===== config.mk =====
export PLATFORM = sky130hd
export DESIGN_NAME = depuncturer
export DESIGN_NICKNAME = d
export VERILOG_FILES = /design/src/rtl/depuncturer_pkg.sv /design/src/rtl/depuncturer_pattern.sv /design/src/rtl/depuncturer.sv
export SDC_FILE = /design/constraint.sdc
export NUM_CORES = 1
export LEC_CHECK = 0
export ABC_AREA = 1
export CORE_UTILIZATION = 25
export DETAILED_ROUTE_END_ITERATION = 12
export DONT_BUFFER_PORTS = 1
export HOLD_SLACK_MARGIN = 0.06
export PLACE_DENSITY_LB_ADDON = 0.08
export SLEW_MARGIN = 20
export SYNTH_ARGS = -nofsm -noshare
export SYNTH_HDL_FRONTEND = slang
export SYNTH_HIERARCHICAL = 1
export SYNTH_SLANG_ARGS = --single-unit

===== constraint.sdc =====
create_clock -name Clock -period 3.1 [get_ports Clock]
set_input_delay 0.155 -clock Clock [delete_from_list [all_inputs] [get_ports Clock]]
set_output_delay 0.155 -clock Clock [all_outputs]
set_load 0.01 [all_outputs]

===== src/rtl/depuncturer_pkg.sv =====
// Shared rate codes, puncturing periods and keep masks for the 802.11a receive chain.
// The Viterbi decoder uses the same rate codes.
package depuncturer_pkg;

   localparam logic [1:0] RATE_1_2  = 2'd0;
   localparam logic [1:0] RATE_2_3  = 2'd1;
   localparam logic [1:0] RATE_3_4  = 2'd2;
   localparam logic [1:0] RATE_RSVD = 2'd3;

   localparam logic [2:0] PERIOD_1_2 = 3'd2;
   localparam logic [2:0] PERIOD_2_3 = 3'd4;
   localparam logic [2:0] PERIOD_3_4 = 3'd6;

   // Leftmost bit is phase 0; slot order A,B,A,B,...; 1 = keep.
   localparam logic [1:0] MASK_1_2 = 2'b11;
   localparam logic [3:0] MASK_2_3 = 4'b1110;
   localparam logic [5:0] MASK_3_4 = 6'b111001;

   typedef enum logic [1:0] {
      ST_IDLE  = 2'd0,
      ST_RUN   = 2'd1,
      ST_FLUSH = 2'd2
   } state_t;

   function automatic logic [1:0] sanitize_rate(input logic [1:0] rate);
      return (rate == RATE_RSVD) ? RATE_1_2 : rate;
   endfunction

endpackage


===== src/rtl/depuncturer_pattern.sv =====
// Combinational puncturing pattern lookup: (rate, phase) -> keep flag and end-of-period flag.
module depuncture_pattern
   import depuncturer_pkg::*;
(
   input  logic [1:0] i_rate,
   input  logic [2:0] i_phase,
   output logic       o_keep,
   output logic       o_last_phase
);

   logic [5:0] w_mask;
   logic [5:0] w_shifted;
   logic [2:0] w_last;

   // Masks are left-aligned in a 6-bit field so bit 5 always lines up with phase 0.
   always_comb begin
      w_mask = {MASK_1_2, 4'b0000};
      w_last = PERIOD_1_2 - 3'd1;
      case (i_rate)
         RATE_2_3: begin
            w_mask = {MASK_2_3, 2'b00};
            w_last = PERIOD_2_3 - 3'd1;
         end
         RATE_3_4: begin
            w_mask = MASK_3_4;
            w_last = PERIOD_3_4 - 3'd1;
         end
         default: ;
      endcase
   end

   assign w_shifted    = w_mask << i_phase;
   assign o_keep       = w_shifted[5];
   assign o_last_phase = (i_phase == w_last);

endmodule


===== src/rtl/depuncturer.sv =====
// Depuncturer: restores the rate-1/2 A/B slot stream from punctured 802.11a input,
// inserting zero-valued erasure slots for stolen bits.
module depuncturer
   import depuncturer_pkg::*;
#(
   parameter int CNT_W = 12
) (
   input  logic             Clock,
   input  logic             Reset,
   input  logic             Frame_Start,
   input  logic [1:0]       Rate,
   input  logic             In_Bit,
   input  logic             In_Valid,
   input  logic             In_Last,
   output logic             In_Ready,
   output logic             Out_Bit,
   output logic             Out_Erase,
   output logic             Out_Valid,
   output logic             Out_Last,
   input  logic             Out_Ready,
   output logic [CNT_W-1:0] Slot_Count,
   output logic             Rate_Err
);

   state_t           r_state, w_next_state;
   logic [1:0]       r_rate;
   logic [2:0]       r_phase;
   logic             r_out_valid, r_out_bit, r_out_erase, r_out_last;
   logic [CNT_W-1:0] r_slot_cnt;
   logic             r_rate_err;

   logic w_keep, w_last_phase;
   logic w_load, w_xfer;
   logic w_load_keep, w_load_erase;

   depuncture_pattern u_pattern (
      .i_rate       (r_rate),
      .i_phase      (r_phase),
      .o_keep       (w_keep),
      .o_last_phase (w_last_phase)
   );

   assign w_load = !r_out_valid || Out_Ready;
   assign w_xfer = r_out_valid && Out_Ready;

   always_ff @(posedge Clock or posedge Reset) begin
      if (Reset) r_state <= ST_IDLE;
      else       r_state <= w_next_state;
   end

   always_comb begin
      w_next_state = r_state;
      if (Frame_Start) begin
         w_next_state = ST_RUN;
      end else begin
         case (r_state)
            ST_RUN:   if (w_load_keep && In_Last) w_next_state = w_last_phase ? ST_IDLE : ST_FLUSH;
            ST_FLUSH: if (w_xfer && r_out_last)   w_next_state = ST_IDLE;
            default:  ;
         endcase
      end
   end

   // FLUSH stops loading once the Out_Last slot is sitting in the register.
   always_comb begin
      In_Ready     = 1'b0;
      w_load_keep  = 1'b0;
      w_load_erase = 1'b0;
      if (!Frame_Start && w_load) begin
         case (r_state)
            ST_RUN: begin
               if (w_keep) begin
                  In_Ready    = 1'b1;
                  w_load_keep = In_Valid;
               end else begin
                  w_load_erase = 1'b1;
               end
            end
            ST_FLUSH: w_load_erase = !(r_out_valid && r_out_last);
            default:  ;
         endcase
      end
   end

   // r_phase is the phase of the next slot to enter the output register; it only moves when a
   // slot is loaded, which under backpressure is exactly when the previous slot transfers.
   always_ff @(posedge Clock or posedge Reset) begin
      if (Reset) begin
         r_rate      <= RATE_1_2;
         r_rate_err  <= 1'b0;
         r_phase     <= 3'd0;
         r_slot_cnt  <= '0;
         r_out_valid <= 1'b0;
         r_out_bit   <= 1'b0;
         r_out_erase <= 1'b0;
         r_out_last  <= 1'b0;
      end else if (Frame_Start) begin
         r_rate      <= sanitize_rate(Rate);
         r_rate_err  <= (Rate == RATE_RSVD);
         r_phase     <= 3'd0;
         r_slot_cnt  <= '0;
         r_out_valid <= 1'b0;
         r_out_bit   <= 1'b0;
         r_out_erase <= 1'b0;
         r_out_last  <= 1'b0;
      end else begin
         if (w_xfer && (r_slot_cnt != {CNT_W{1'b1}}))
            r_slot_cnt <= r_slot_cnt + 1'b1;
         if (w_load_keep || w_load_erase) begin
            r_out_valid <= 1'b1;
            r_out_bit   <= w_load_keep && In_Bit;
            r_out_erase <= w_load_erase;
            r_out_last  <= w_last_phase && (w_load_erase ? (r_state == ST_FLUSH) : In_Last);
            r_phase     <= w_last_phase ? 3'd0 : r_phase + 3'd1;
         end else if (w_xfer) begin
            r_out_valid <= 1'b0;
            r_out_bit   <= 1'b0;
            r_out_erase <= 1'b0;
            r_out_last  <= 1'b0;
         end
      end
   end

   assign Out_Valid  = r_out_valid;
   assign Out_Bit    = r_out_bit;
   assign Out_Erase  = r_out_erase;
   assign Out_Last   = r_out_last;
   assign Slot_Count = r_slot_cnt;
   assign Rate_Err   = r_rate_err;

endmodule

# After elaboration in Yosys (flattened, before gate mapping)
# Index checks and enable logic that the tools add are counted.
[totals] register_bits=24 in_bits=9 out_inout_bits=18 elab_cells=71
[op_classes] add_sub_neg=2 n_eq_ne=9 shifts=1 mux=32 n_reduce_logical=18
[ops] cell="12-bit 2-to-1 mux" count=2
[ops] cell="1-bit 2-to-1 mux" count=18
[ops] cell="12-bit by 1-bit adder with 12-bit output, second input constant" count=1
[ops] cell="12-bit != test, second input constant" count=1
[ops] cell="2-bit 2-to-1 mux" count=5
[ops] cell="3-bit 2-to-1 mux" count=3
[ops] cell="1-bit logical AND" count=8
[ops] cell="4-bit case mux with 2 select lines" count=1
[ops] cell="2-bit == test, second input constant" count=3
[ops] cell="3-bit != test, second input constant" count=2
[ops] cell="3-bit case mux with 2 select lines" count=1
[ops] cell="3-bit nonzero test" count=2
[ops] cell="6-bit by 3-bit left shift with 6-bit output" count=1
[ops] cell="2-bit by 1-bit == test with 1-bit output, second input constant" count=2
[ops] cell="2-bit case mux with 2 select lines" count=1
[ops] cell="2-bit nonzero test" count=2
[ops] cell="3-bit by 1-bit adder with 3-bit output, second input constant" count=1
[ops] cell="3-bit == test" count=1
[ops] cell="1-bit logical NOT" count=3
[ops] cell="3-bit AND reduction" count=1
[ops] cell="1-bit logical OR" count=2
[ops] cell="1-bit case mux with 2 select lines" count=1

# Depth between registers and ports, before layout
[logic_depth] ltp_word=10 ltp_mapped=12 mapped_depth_nobuf=12

# By module
# The synthesis kept the hierarchy.
[modules_own_cells] mod="depuncturer" n_inst=1 cells_each=197 area_per_inst_um2=1446.4 seq_area_each_um2=600.6
[modules_own_cells] mod="depuncture_pattern" n_inst=1 cells_each=19 area_per_inst_um2=91.3 seq_area_each_um2=0.0

# Worst setup path after synthesis
# OpenSTA, ideal clock, no wires.
[synth_path] kind="reg-to-reg" from="register r_rate[0]" to="register r_phase[0]" setup_time_ps=117 arrival_time_ps=1504 required_ps=2983 slack_ps=1480 path_stages_with_launch=13 path_buffers=0 synth_period_minus_slack_ps=1620 cell_sequence="dfrtp_1 > inv_1 > ha_1 > nor2_1 > nor2_1 > nor2_1 > nand2_1 > nor2_1 > nand2_1 > nand2_2 > nor2_2 > nand2_1 > nand2_1"
[synth_between] elab_chain_len=8 word_cells_on_any_way=17 cone_classes="eq/ne (3); shift (1); mux (11); reduce/logical (2)"
[synth_rtl] item="start: declaration" line_no="depuncturer.sv:26" source="logic [1:0] r_rate;"
[synth_rtl] item="start signal: assignment" line_no="depuncturer.sv:98" source="r_rate <= sanitize_rate(Rate);"
[synth_rtl] item="2-bit == test or 2-bit by 1-bit == test with 1-bit output (tied branches)" line_no="depuncturer_pattern.sv:19" source="case (i_rate)"
[synth_rtl] item="4-bit case mux with 2 select lines *" line_no="depuncturer_pattern.sv:19"
[synth_rtl] item="6-bit by 3-bit left shift with 6-bit output *" line_no="depuncturer_pattern.sv:32" source="assign w_shifted = w_mask << i_phase;"
[synth_rtl] item="via w_keep" line_no="depuncturer.sv:32" source="logic w_keep, w_last_phase;"
[synth_rtl] item="1-bit 2-to-1 mux" line_no="depuncturer.sv:72" source="if (w_keep) begin"
[synth_rtl] item="1-bit case mux with 2 select lines or 1-bit 2-to-1 mux (tied branches)" line_no="depuncturer.sv:70" source="case (r_state)"
[synth_rtl] item="1-bit 2-to-1 mux" line_no="depuncturer.sv:69" source="if (!Frame_Start && w_load) begin"
[synth_rtl] item="1-bit logical OR *" line_no="depuncturer.sv:109" source="if (w_load_keep || w_load_erase) begin"
[synth_rtl] item="2-bit nonzero test (no line) *"
[synth_rtl] item="end signal: assignment" line_no="depuncturer.sv:114" source="r_phase <= w_last_phase ? 3'd0 : r_phase + 3'd1;"
[synth_rtl] item="end: declaration" line_no="depuncturer.sv:27" source="logic [2:0] r_phase;"
# The timed path passes the listed nets; every way through them passes the cells marked *. The select of a mux whose other input is x is not followed.
# A chain may end at the register's enable or synchronous reset.

# Final worst setup path
# Same ends and word-level chain as after synthesis.

==> run metrics <==
status=completed; routed length per placed instance=12.8 um; Hold Vio Cnt, Final=0; CP Launch Type=flop; FF-to-FF Start=r_rate[0]; PD cells=499 nW/um^2; fillcell total=660; RePlAce Congestion=0.844; Mapped Nets=231; Core Box Area=5920 um^2; Worst-Margin Slew=553 ps; Pre-Repair DR Iteration Count=5; Clock Skew=4.87 ps; Post-Route WL=3.83 mm; crit path capture=r_phase[0]; slew margin rel.=63.1%; Initial Util=26.0%; FF-to-FF End=r_phase[0]; buffers plus inverters on the worst setup path=1; GRT overflow=0; total vias in the final route=1347; Synth-to-Final Area Change=12.4%; Setup TNS=0 ps; most frequently used cell type in the post-synthesis netlist=nand2_1; clock sinks=24; CTS max path bufs=2; CP arrival=2020 ps; Clk pin slew, worst setup/hold paths=90 ps; root buffer cell=clkbuf_8; Netlist cell types=24; CP Max Fanout=5; pin count of the biggest net entering global routing=25; Slew Limit Fails=0; unrepaired setup endpoints after global routing=no; Die ar.=6470 um^2; CP Depth=12; Ports=27; WP data required=3270 ps; worst hold path class=input pin to flop; final hold slack=105 ps; area leader, netlist=dfrtp_1; Die Ht=80.4 um; Iter 0 DRT Violations=52; reg2reg setup slack=1250 ps; Worst-Skew Late Latency=270 ps; layout cell share with drive strength beyond 1=8.04%; die extent in x=80.4 um; CP Capture Type=flop; antenna cell count=0; worst path cell trace=inv_1 -> ha_1 -> nor2_1 -> nor2_1 -> nor2_1 -> nand2_1 -> nor2_1 -> nand2_1 -> nand2_2 -> nor2_2 -> nand2_1 -> nand2_1; Nets=240; Top FF cell, synth=dfrtp_1; initial antenna violation count=0; H-Tree Level Count=1; fraction of registers with async set/reset=100%; Buffers on Ports=0; Worst Setup SP=r_rate[0]; Vias/cell=4.51; slowest CP cell=dfrtp_1; max-cap check violation count=0; Mapped Cells=216; startpoint of the worst hold path=In_Last; Total GRT Usage=13.2%; Post-Syn Area=1540 um^2; largest cells by area after synthesis=dfrtp_1, nand2_1, nand3_1, inv_1, nor2_1; Pleak=0.867 nW; top cell type's share of synthesized area=39.1%; Final Non-Filler Cells=299; post-cts sizing count=0; number of synthesized flops with an enable pin=0; R2R depth=12; number of synthesized register bits=24; Crit path largest cell delay=380 ps; Ys Warns=6; number of placed instances, taps included=289; fin crit period=1850 ps; # setup viols final=0; Top delay family on crit path=simple AND/OR/NAND/NOR gates; first-pass GRT wire length=6.54 mm; most frequent cells after synthesis=nand2_1, dfrtp_1, inv_1, nor2_1, nand3_1; Seq/Total Area, Yosys=39.1%; WS Path Type=flop to flop; remaining antenna violation count=0; Max rail drop VDD=0.222 mV; Tcrit/Tclk final=59.8%; DP HPWL=2.77 mm; vias in the first global route=1344; CTS tree=done; # DRC=0; Rows=28; Fmax achieved=539 MHz; Inserted Clock Buffers=3; Mapped Avg Cell Area=7.12 um^2
==> worst min path at each step <==
stage / to / slack, ps / depth (start not counted)
floorplan: Out_Bit / 170 / 1
detailed placement: Out_Valid / 230 / 1
CTS: Out_Last / 90 / 4
global route: Out_Last / 100 / 4
global placement: Out_Valid / 240 / 1
finish: Out_Last / 110 / 4
==> state kept, by name (all words and copies together), names as in the netlist <==
| name | flops |
|---|---|
| Slot_Count | 12 |
| Rate_Err | 1 |
| r_rate | 2 |
| Out_Bit | 1 |
| Out_Last | 1 |
| r_state | 2 |
| r_phase | 3 |
| Out_Valid | 1 |
| Out_Erase | 1 |
==> layout make-up <==
type | instances | area [um^2] | area share (%)
multi-input combinational | 164 | 816 | 47.2
sequential | 24 | 601 | 34.8
inverter | 26 | 103 | 5.94
tap | 75 | 93.8 | 5.43
timing repair buffer | 6 | 60.1 | 3.48
clock buffer | 4 | 55.1 | 3.19
==> where the power goes <==
group | switching, mW | internal, mW
sequential | 0.0442 | 0.348
combinational | 0.162 | 0.0832
clock | 0.111 | 0.114
==> cells in the final DEF, fill, tap and decap left out, drive strengths merged <==
cell / netlist / routed
dfrtp: 24 / 24
ha: 6 / 6
o21ai: 6 / 6
clkinv: 1 / 1
a21oi: 3 / 3
dlygate4sd3: 0 / 6
xor2: 5 / 5
nand2: 82 / 82
nand3: 21 / 21
or2: 1 / 1
a31oi: 1 / 1
clkbuf: 0 / 4
nand4: 12 / 12
nor2: 26 / 26
nand3b: 1 / 1
inv: 25 / 25
==> tightest hold or removal path, delay by kind of cell <==
kind	cells	cell delay, ps
AND/OR/NAND/NOR	4	190
==> layer usage <==
layer / share of wire [%] / up-vias / GRT usage (%) / routed length, um
met2: 47 / 19 / 21.8 / 1780
li1: - / 705 / - / -
met4: 0.63 / 0 / 4.29 / 24
met3: 5.7 / 2 / 3.64 / 218
met5: 0 / - / 0 / 0
met1: 47 / 621 / 16.3 / 1810
==> cells by family after synthesis <==
family          after synthesis  share of synthesized area (%)
flops                        24                           39.1
buf+inv                      28                           7.89
fa+ha+maj                     6                           4.88
xor+xnor                      5                           2.85
simple gates                143                           41.7
compound gates               10                           3.58
==> per-stage QoR <==
step / util, % / power (mW) / setup slack [ps] / cell area [um^2]
global placement: 27.2 / 0.647 / 1310 / 1610
detailed placement: 27.2 / 0.639 / 1260 / 1610
finish: 29.2 / 0.863 / 1250 / 1730
CTS: 29.2 / 0.886 / 1230 / 1730
global route: 29.2 / 0.936 / 1040 / 1730
floorplan: - / 0.582 / 1480 / 1540
==> timing repair <==
action	in CTS	in global routing
endpoints found under the setup margin	0	0
hold endpoints to repair	16	0
hold buffers	6	0
setup buffers	0	0
Power figures use the tool's default switching activity.
